[config.mk]
export PLATFORM = sky130hd
export DESIGN_NAME = note_scheduler
export DESIGN_NICKNAME = d
export VERILOG_FILES = /design/src/rtl/note_scheduler.sv
export SDC_FILE = /design/constraint.sdc
export NUM_CORES = 1
export LEC_CHECK = 0
export ABC_AREA = 0
export BUFFER_PORTS_ARGS = -buffer_cell sky130_fd_sc_hd__clkbuf_2
export CAP_MARGIN = 30
export CORE_ASPECT_RATIO = 1.1
export CORE_UTILIZATION = 40
export CTS_CLUSTER_SIZE = 20
export DETAILED_ROUTE_END_ITERATION = 6
export HOLD_SLACK_MARGIN = 0.15
export PLACE_DENSITY_LB_ADDON = 0.3
export SKIP_LAST_GASP = 1
export SLEW_MARGIN = 25
export SYNTH_ARGS = -nofsm -noshare
export SYNTH_HDL_FRONTEND = slang
export SYNTH_SLANG_ARGS = --single-unit
[constraint.sdc]
create_clock -name Clk -period 4.1 [get_ports Clk]
set_input_delay 0.41 -clock Clk [delete_from_list [all_inputs] [get_ports Clk]]
set_output_delay 0.41 -clock Clk [all_outputs]
set_load 0.02 [all_outputs]
[src/rtl/note_scheduler.sv]
// note_scheduler: walks the note chart ROM and releases each note LEAD_FRAMES ahead of its hit frame.
// Define NOTE_SCHED_HOLD_EN to pair hold-start/hold-end entries into one hold spawn and flag malformed charts.
module note_scheduler #(
    parameter int LEAD_FRAMES = 120,
    parameter int NUM_NOTES   = 145,
    parameter int TAIL_FRAMES = 180
) (
    input  logic        Clk,
    input  logic        Reset_n,
    input  logic        frame_tick,
    input  logic        start,
    input  logic        abort,
    input  logic        pause,
    output logic [7:0]  rom_addr,
    input  logic [15:0] key_1,
    input  logic [15:0] key_2,
    input  logic [15:0] key_3,
    input  logic [15:0] key_4,
    output logic        spawn_valid,
    input  logic        spawn_ready,
    output logic [1:0]  spawn_type,
    output logic [13:0] spawn_hit,
    output logic [13:0] spawn_end,
    output logic [13:0] song_frame,
    output logic        busy,
    output logic        done,
    output logic        chart_err
);

    typedef enum logic [2:0] {
        ST_IDLE   = 3'd0,
        ST_RUN    = 3'd1,
        ST_PAUSED = 3'd2,
        ST_DRAIN  = 3'd3,
        ST_DONE   = 3'd4
    } state_t;

    localparam logic [14:0] LEAD_W = 15'(LEAD_FRAMES);
    localparam logic [8:0]  NUM_W  = 9'(NUM_NOTES);
    localparam logic [15:0] TAIL_W = 16'(TAIL_FRAMES);

    function automatic logic [13:0] sat_inc(input logic [13:0] value);
        logic [13:0] result;
        if (value == 14'h3FFF) begin
            result = value;
        end else begin
            result = value + 14'd1;
        end
        return result;
    endfunction

    state_t      state_r, state_s;
    logic [8:0]  ptr_r, ptr_s;
    logic [13:0] frame_r, frame_s;
    logic [15:0] tail_r, tail_s;
    logic        valid_r, valid_s;
    logic [1:0]  type_r, type_s;
    logic [13:0] hit_r, hit_s;
    logic [13:0] end_r, end_s;
    logic        err_r, err_s;
    logic        busy_r, busy_s;
    logic        done_r, done_s;
    logic        eligible_s;
    logic        slot_free_s;
    logic        load_s;

    // The pointer is 9 bits so that it can sit at NUM_NOTES = 256 once the chart is exhausted.
    assign eligible_s  = (state_r == ST_RUN) && (ptr_r < NUM_W) &&
                         ({1'b0, key_1[13:0]} <= ({1'b0, frame_r} + LEAD_W));
    assign slot_free_s = !valid_r || spawn_ready;
    assign load_s      = eligible_s && slot_free_s;

`ifdef NOTE_SCHED_HOLD_EN
    logic hold_pair_s;
    logic unused_keys;
    assign hold_pair_s = (key_2[15:14] == 2'b10) && ((ptr_r + 9'd1) < NUM_W);
    assign unused_keys = ^{key_3, key_4};
`else
    logic unused_keys;
    assign unused_keys = ^{key_2, key_3, key_4};
`endif

    // Next-state and next-datapath values for the sequencer.
    always_comb begin
        state_s = state_r;
        ptr_s   = ptr_r;
        frame_s = frame_r;
        tail_s  = tail_r;
        valid_s = valid_r;
        type_s  = type_r;
        hit_s   = hit_r;
        end_s   = end_r;
        err_s   = err_r;
        if (abort) begin
            state_s = ST_IDLE;
            valid_s = 1'b0;
        end else if (start) begin
            state_s = ST_RUN;
            ptr_s   = 9'd0;
            frame_s = 14'd0;
            tail_s  = 16'd0;
            valid_s = 1'b0;
            type_s  = 2'b00;
            hit_s   = 14'd0;
            end_s   = 14'd0;
            err_s   = 1'b0;
        end else begin
            case (state_r)
                ST_RUN: begin
                    frame_s = frame_tick ? sat_inc(frame_r) : frame_r;
                    valid_s = valid_r && !spawn_ready;
                    if (load_s) begin
                        ptr_s = ptr_r + 9'd1;
`ifdef NOTE_SCHED_HOLD_EN
                        case (key_1[15:14])
                            2'b00: begin
                                valid_s = 1'b1;
                                type_s  = 2'b00;
                                hit_s   = key_1[13:0];
                                end_s   = 14'd0;
                            end
                            2'b01: begin
                                valid_s = 1'b1;
                                hit_s   = key_1[13:0];
                                if (hold_pair_s) begin
                                    type_s = 2'b01;
                                    end_s  = key_2[13:0];
                                    ptr_s  = ptr_r + 9'd2;
                                end else begin
                                    type_s = 2'b00;
                                    end_s  = 14'd0;
                                    err_s  = 1'b1;
                                end
                            end
                            // Orphan hold end or reserved type: consumed without a spawn.
                            default: begin
                                err_s = 1'b1;
                            end
                        endcase
`else
                        valid_s = 1'b1;
                        type_s  = key_1[15:14];
                        hit_s   = key_1[13:0];
                        end_s   = 14'd0;
`endif
                    end else begin
                        ptr_s = ptr_r;
                    end
                    if (pause) begin
                        state_s = ST_PAUSED;
                    end else if (!load_s && (ptr_r >= NUM_W) && slot_free_s) begin
                        state_s = ST_DRAIN;
                        tail_s  = 16'd0;
                    end else begin
                        state_s = ST_RUN;
                    end
                end
                ST_PAUSED: begin
                    valid_s = valid_r && !spawn_ready;
                    state_s = pause ? ST_PAUSED : ST_RUN;
                end
                ST_DRAIN: begin
                    valid_s = 1'b0;
                    frame_s = frame_tick ? sat_inc(frame_r) : frame_r;
                    if (TAIL_W == 16'd0) begin
                        state_s = ST_DONE;
                    end else if (frame_tick) begin
                        if ((tail_r + 16'd1) >= TAIL_W) begin
                            state_s = ST_DONE;
                        end else begin
                            tail_s = tail_r + 16'd1;
                        end
                    end else begin
                        state_s = ST_DRAIN;
                    end
                end
                ST_IDLE: begin
                    state_s = ST_IDLE;
                end
                ST_DONE: begin
                    state_s = ST_DONE;
                end
                default: begin
                    state_s = ST_IDLE;
                    valid_s = 1'b0;
                end
            endcase
        end
    end

    assign busy_s = (state_s == ST_RUN) || (state_s == ST_PAUSED) || (state_s == ST_DRAIN);
    assign done_s = (state_s == ST_DONE);

    // State and output registers.
    always_ff @(posedge Clk or negedge Reset_n) begin
        if (!Reset_n) begin
            state_r <= ST_IDLE;
            ptr_r   <= 9'd0;
            frame_r <= 14'd0;
            tail_r  <= 16'd0;
            valid_r <= 1'b0;
            type_r  <= 2'b00;
            hit_r   <= 14'd0;
            end_r   <= 14'd0;
            err_r   <= 1'b0;
            busy_r  <= 1'b0;
            done_r  <= 1'b0;
        end else begin
            state_r <= state_s;
            ptr_r   <= ptr_s;
            frame_r <= frame_s;
            tail_r  <= tail_s;
            valid_r <= valid_s;
            type_r  <= type_s;
            hit_r   <= hit_s;
            end_r   <= end_s;
            err_r   <= err_s;
            busy_r  <= busy_s;
            done_r  <= done_s;
        end
    end

    assign rom_addr    = ptr_r[7:0];
    assign spawn_valid = valid_r;
    assign spawn_type  = type_r;
    assign spawn_hit   = hit_r;
    assign spawn_end   = end_r;
    assign song_frame  = frame_r;
    assign busy        = busy_r;
    assign done        = done_r;
    assign chart_err   = err_r;

endmodule

==> out/summary.json <==
{
  "synthesis": {
    "yosys_warnings": 0,
    "post_synth_num_cell_types": 58,
    "synth-edff-count": 0,
    "async_reset_ff_share_pct": 100,
    "syn-cell-area_um2": 3850,
    "yosysSeqAreaShare_pct": 39.6,
    "postSynthRegisterBits": 61,
    "post_synth_top_flop": "sky130_fd_sc_hd__dfrtp_1",
    "postSynthCellCount": 413,
    "netlist.area_leader.share_pct": 39.6,
    "synth_area_per_inst_um2": 9.33,
    "synth.largest_area_cell": "sky130_fd_sc_hd__dfrtp_1",
    "synth_top_cells_by_area": "sky130_fd_sc_hd__dfrtp_1, sky130_fd_sc_hd__ha_1, sky130_fd_sc_hd__buf_4"
  },
  "clock_tree": {
    "total_of_cells_resized_after_clock_tree_synthesis": 0,
    "cts_post_setup_buffers_inserted": 0,
    "cts.sinks": 61,
    "clkLatencyLatePin_ps": 350,
    "cts_tree": "yes",
    "h-tree-depth": 3,
    "cts_hold_repair.buffers": 1,
    "clockBufferDepth": 2,
    "cts-buffers-inserted": 9,
    "clk_root_buffer_cell": "sky130_fd_sc_hd__clkbuf_8",
    "clk_pin_slew_worst_paths_ps": 70
  },
  "sta": {
    "count_of_pins_over_their_slew_limit": 0,
    "worst_slew_pin_slew_ps": 962,
    "rsz0062_at_grt": "false",
    "setup-violations-final": 0,
    "skew_ps": 8.90,
    "period_needed_ps": 3610,
    "fmax_mhz": 277,
    "final-hold-violation-count": 0,
    "finalSetupTns_ps": 0,
    "final.period_utilization_pct": 88.0,
    "timing.slew.headroom_pct": 35.0
  },
  "outcome": {
    "outcome": "finished, final reports clean"
  },
  "global_route": {
    "globalRoute.totalOverflow": 0,
    "grt_start_max_net_pins": 38,
    "total_global_route_track_usage_pct": 19.8,
    "first_global_vias": 3101,
    "grt_pass1_wl_um": 15300,
    "number_of_antenna_violations_at_the_first_check_in_global_routing": 0
  },
  "floorplanning": {
    "die-height_um": 105,
    "placeableCoreArea_um2": 9350,
    "die_width_um": 95.6,
    "rows": 37,
    "initial_util_pct": 41.2,
    "floorplan.io_pins": 127,
    "floorplan.die_area_um2": 10000
  },
  "critical_path": {
    "cp_cell_sequence": "inv_1, ha_1, nand2_1, nand2_1, or3_1, xor2_1, ha_1, nand3_1, a311oi_1, o21ai_0, o21ai_0, o211a_1, mux2_2",
    "critPathRequiredTime_ps": 4330,
    "critPathKind": "reg2reg",
    "setup.worst_path.start_class": "register",
    "crit_fanout": 7,
    "critical_path_arrival_ps": 3840,
    "worst_r2r_startpoint": "song_frame[4]",
    "worstPathBufferInverterCount": 1,
    "r2r_slack_ps": 490,
    "cp-startpoint": "song_frame[4]",
    "max_stage_delay_ps": 480,
    "path_delay_family": "compound AO/OA/AOI/OAI gates",
    "rr_worst_depth": 13,
    "setup.worst_path.end_class": "register",
    "path_length_in_cells_of_the_critical_path": 13,
    "master_of_the_slowest_instance_on_the_critical_path": "sky130_fd_sc_hd__dfrtp_1"
  },
  "power_and_ir_drop": {
    "vdd.ir_drop.worst_uv": 170,
    "p_leak_nw": 2.02,
    "pwr_density_cell_nw_per_um2": 313
  },
  "placed_design": {
    "dpl_hpwl_um": 6700,
    "place_area_um2": 4160,
    "placed_cells": 571,
    "gpl.final_weighted_congestion": 0.839,
    "portbufs": 63
  },
  "run": {
    "max_cap_viol_count": 0
  },
  "routing": {
    "routed_wirelength_normalized_by_instance_count_um": 15.4,
    "dr.first_iter.drc_count": 147,
    "total_wire_length_after_detailed_routing_um": 9030,
    "drt_pre_antenna_iters": 4,
    "route.detailed.drc": 0,
    "via_count": 3191,
    "routed_via_density": 5.43,
    "drt.antenna.violating_nets": 0
  },
  "hold_path": {
    "holdPathStages": 2,
    "hp-class": "in2reg",
    "source_of_the_worst_hold_timing_path": "key_1[14]"
  },
  "layout": {
    "num_antenna_cells": 0,
    "stdcell_area_um2": 4380,
    "finish.cell_count_without_fillers": 588,
    "layout.cells.most_common_list": "sky130_fd_sc_hd__clkbuf_2, sky130_fd_sc_hd__dfrtp_1, sky130_fd_sc_hd__nor2_1, sky130_fd_sc_hd__ha_1, sky130_fd_sc_hd__nand3_1",
    "most_common_library_cell_in_the_layout_ignoring_fill_and_taps": "sky130_fd_sc_hd__clkbuf_2",
    "finish.utilization_pct": 46.8,
    "fin_nets": 558,
    "final_layout_size_suffix_gt1_share_pct": 22.3,
    "area.growth.synth_to_final_pct": 13.5
  }
}
state kept, by name, indices dropped and copies added (netlist names):
signal	flops
tail_r	16
song_frame	14
spawn_hit	14
ptr_r	9
state_r	3
spawn_type	2
busy	1
done	1
spawn_valid	1
final timing paths:
path	endpoint
max in group asynchronous	spawn_hit[2]
worst max-delay path	tail_r[0]
min in group asynchronous	tail_r[5]
worst min register to register	spawn_hit[4]
worst min-delay path	spawn_type[0]
worst max register to register	tail_r[0]
synthesized netlist by cell type, types with 2 or more instances:
cell,n
sky130_fd_sc_hd__dfrtp_1,61
sky130_fd_sc_hd__nor2_1,39
sky130_fd_sc_hd__buf_4,23
sky130_fd_sc_hd__ha_1,21
sky130_fd_sc_hd__nand3_1,20
sky130_fd_sc_hd__nand2_1,17
sky130_fd_sc_hd__nor3_1,16
sky130_fd_sc_hd__xnor2_1,16
sky130_fd_sc_hd__a21oi_1,14
sky130_fd_sc_hd__o21ai_0,14
sky130_fd_sc_hd__inv_1,13
sky130_fd_sc_hd__nor2b_1,12
sky130_fd_sc_hd__clkbuf_1,11
sky130_fd_sc_hd__nand4_1,11
sky130_fd_sc_hd__a22o_2,10
sky130_fd_sc_hd__a31oi_1,10
sky130_fd_sc_hd__xor2_1,9
sky130_fd_sc_hd__a22o_1,7
sky130_fd_sc_hd__nor4_1,7
sky130_fd_sc_hd__or3_1,7
sky130_fd_sc_hd__buf_2,5
sky130_fd_sc_hd__o21a_1,5
sky130_fd_sc_hd__a21o_1,4
sky130_fd_sc_hd__a2bb2oi_1,4
sky130_fd_sc_hd__and3_1,4
sky130_fd_sc_hd__mux2i_1,4
sky130_fd_sc_hd__nand2b_1,4
sky130_fd_sc_hd__or2_2,4
sky130_fd_sc_hd__a21boi_0,3
sky130_fd_sc_hd__nand3b_1,3
sky130_fd_sc_hd__nor3b_1,3
sky130_fd_sc_hd__a211o_1,2
sky130_fd_sc_hd__mux2_2,2
sky130_fd_sc_hd__nor4b_1,2
sky130_fd_sc_hd__o41ai_1,2
sky130_fd_sc_hd__or4_1,2
power breakdown:
| part | switching [W] | leakage, nW | internal (W) |
|---|---|---|---|
| Sequential | 0.0000194 | 0.844 | 0.000618 |
| Clock | 0.000237 | 0.106 | 0.000330 |
| Combinational | 0.000109 | 1.07 | 0.0000567 |
| Total | 0.000365 | 2.02 | 0.00100 |
cell type report:
cell class,instances,area (um2)
fillers,940,4970
multi-input cells,311,2070
flip-flops and latches,61,1530
repair buffers,70,370
clock buffers,13,169
well taps,117,146
inverters,13,48.8
clock inverters,3,42.5
kinds of logic (layout without fill, tap and decap cells):
logic type                 count (synthesis)  in the layout  share of synthesized area [%]
and+or+nand+nor                          155            155                           21.4
xor gates and xnor gates                  25             25                           5.68
adders and majority gates                 21             21                           6.82
AOI/OAI and AO/OA                         89             89                           16.8
DFF                                       61             61                           39.6
buffers and inverters                     55             99                           7.98
muxes                                      6              6                           1.62
other                                      1             15                         0.0973
routing by layer:
metal	wire [um]	vias up	global-route usage (%)
met3	447	13	5.53
li1	-	1563	-
met1	4040	1546	26.1
met4	175	0	7.14
met2	4360	69	30.6
met5	0	-	0
worst reg2reg max path: stages, from the launching register on:
cell,delay [ps]
sky130_fd_sc_hd__dfrtp_1,480
sky130_fd_sc_hd__inv_1,80
sky130_fd_sc_hd__ha_1,210
sky130_fd_sc_hd__nand2_1,110
sky130_fd_sc_hd__nand2_1,80
sky130_fd_sc_hd__or3_1,370
sky130_fd_sc_hd__xor2_1,160
sky130_fd_sc_hd__ha_1,290
sky130_fd_sc_hd__nand3_1,130
sky130_fd_sc_hd__a311oi_1,380
sky130_fd_sc_hd__o21ai_0,230
sky130_fd_sc_hd__o21ai_0,250
sky130_fd_sc_hd__o211a_1,350
sky130_fd_sc_hd__mux2_2,370
stage by stage:
step / setup WS [ps] / total power, W / hold slack [ps]
final: 490 / 0.00137 / 285
after global routing: 114 / 0.00143 / 276
after CTS: 457 / 0.00139 / 270
after detailed placement: 473 / 0.000815 / 469
after global placement: 543 / 0.000808 / 470
after floorplan: 779 / 0.000761 / 114
No activity file was read; power rests on OpenSTA's default activity.
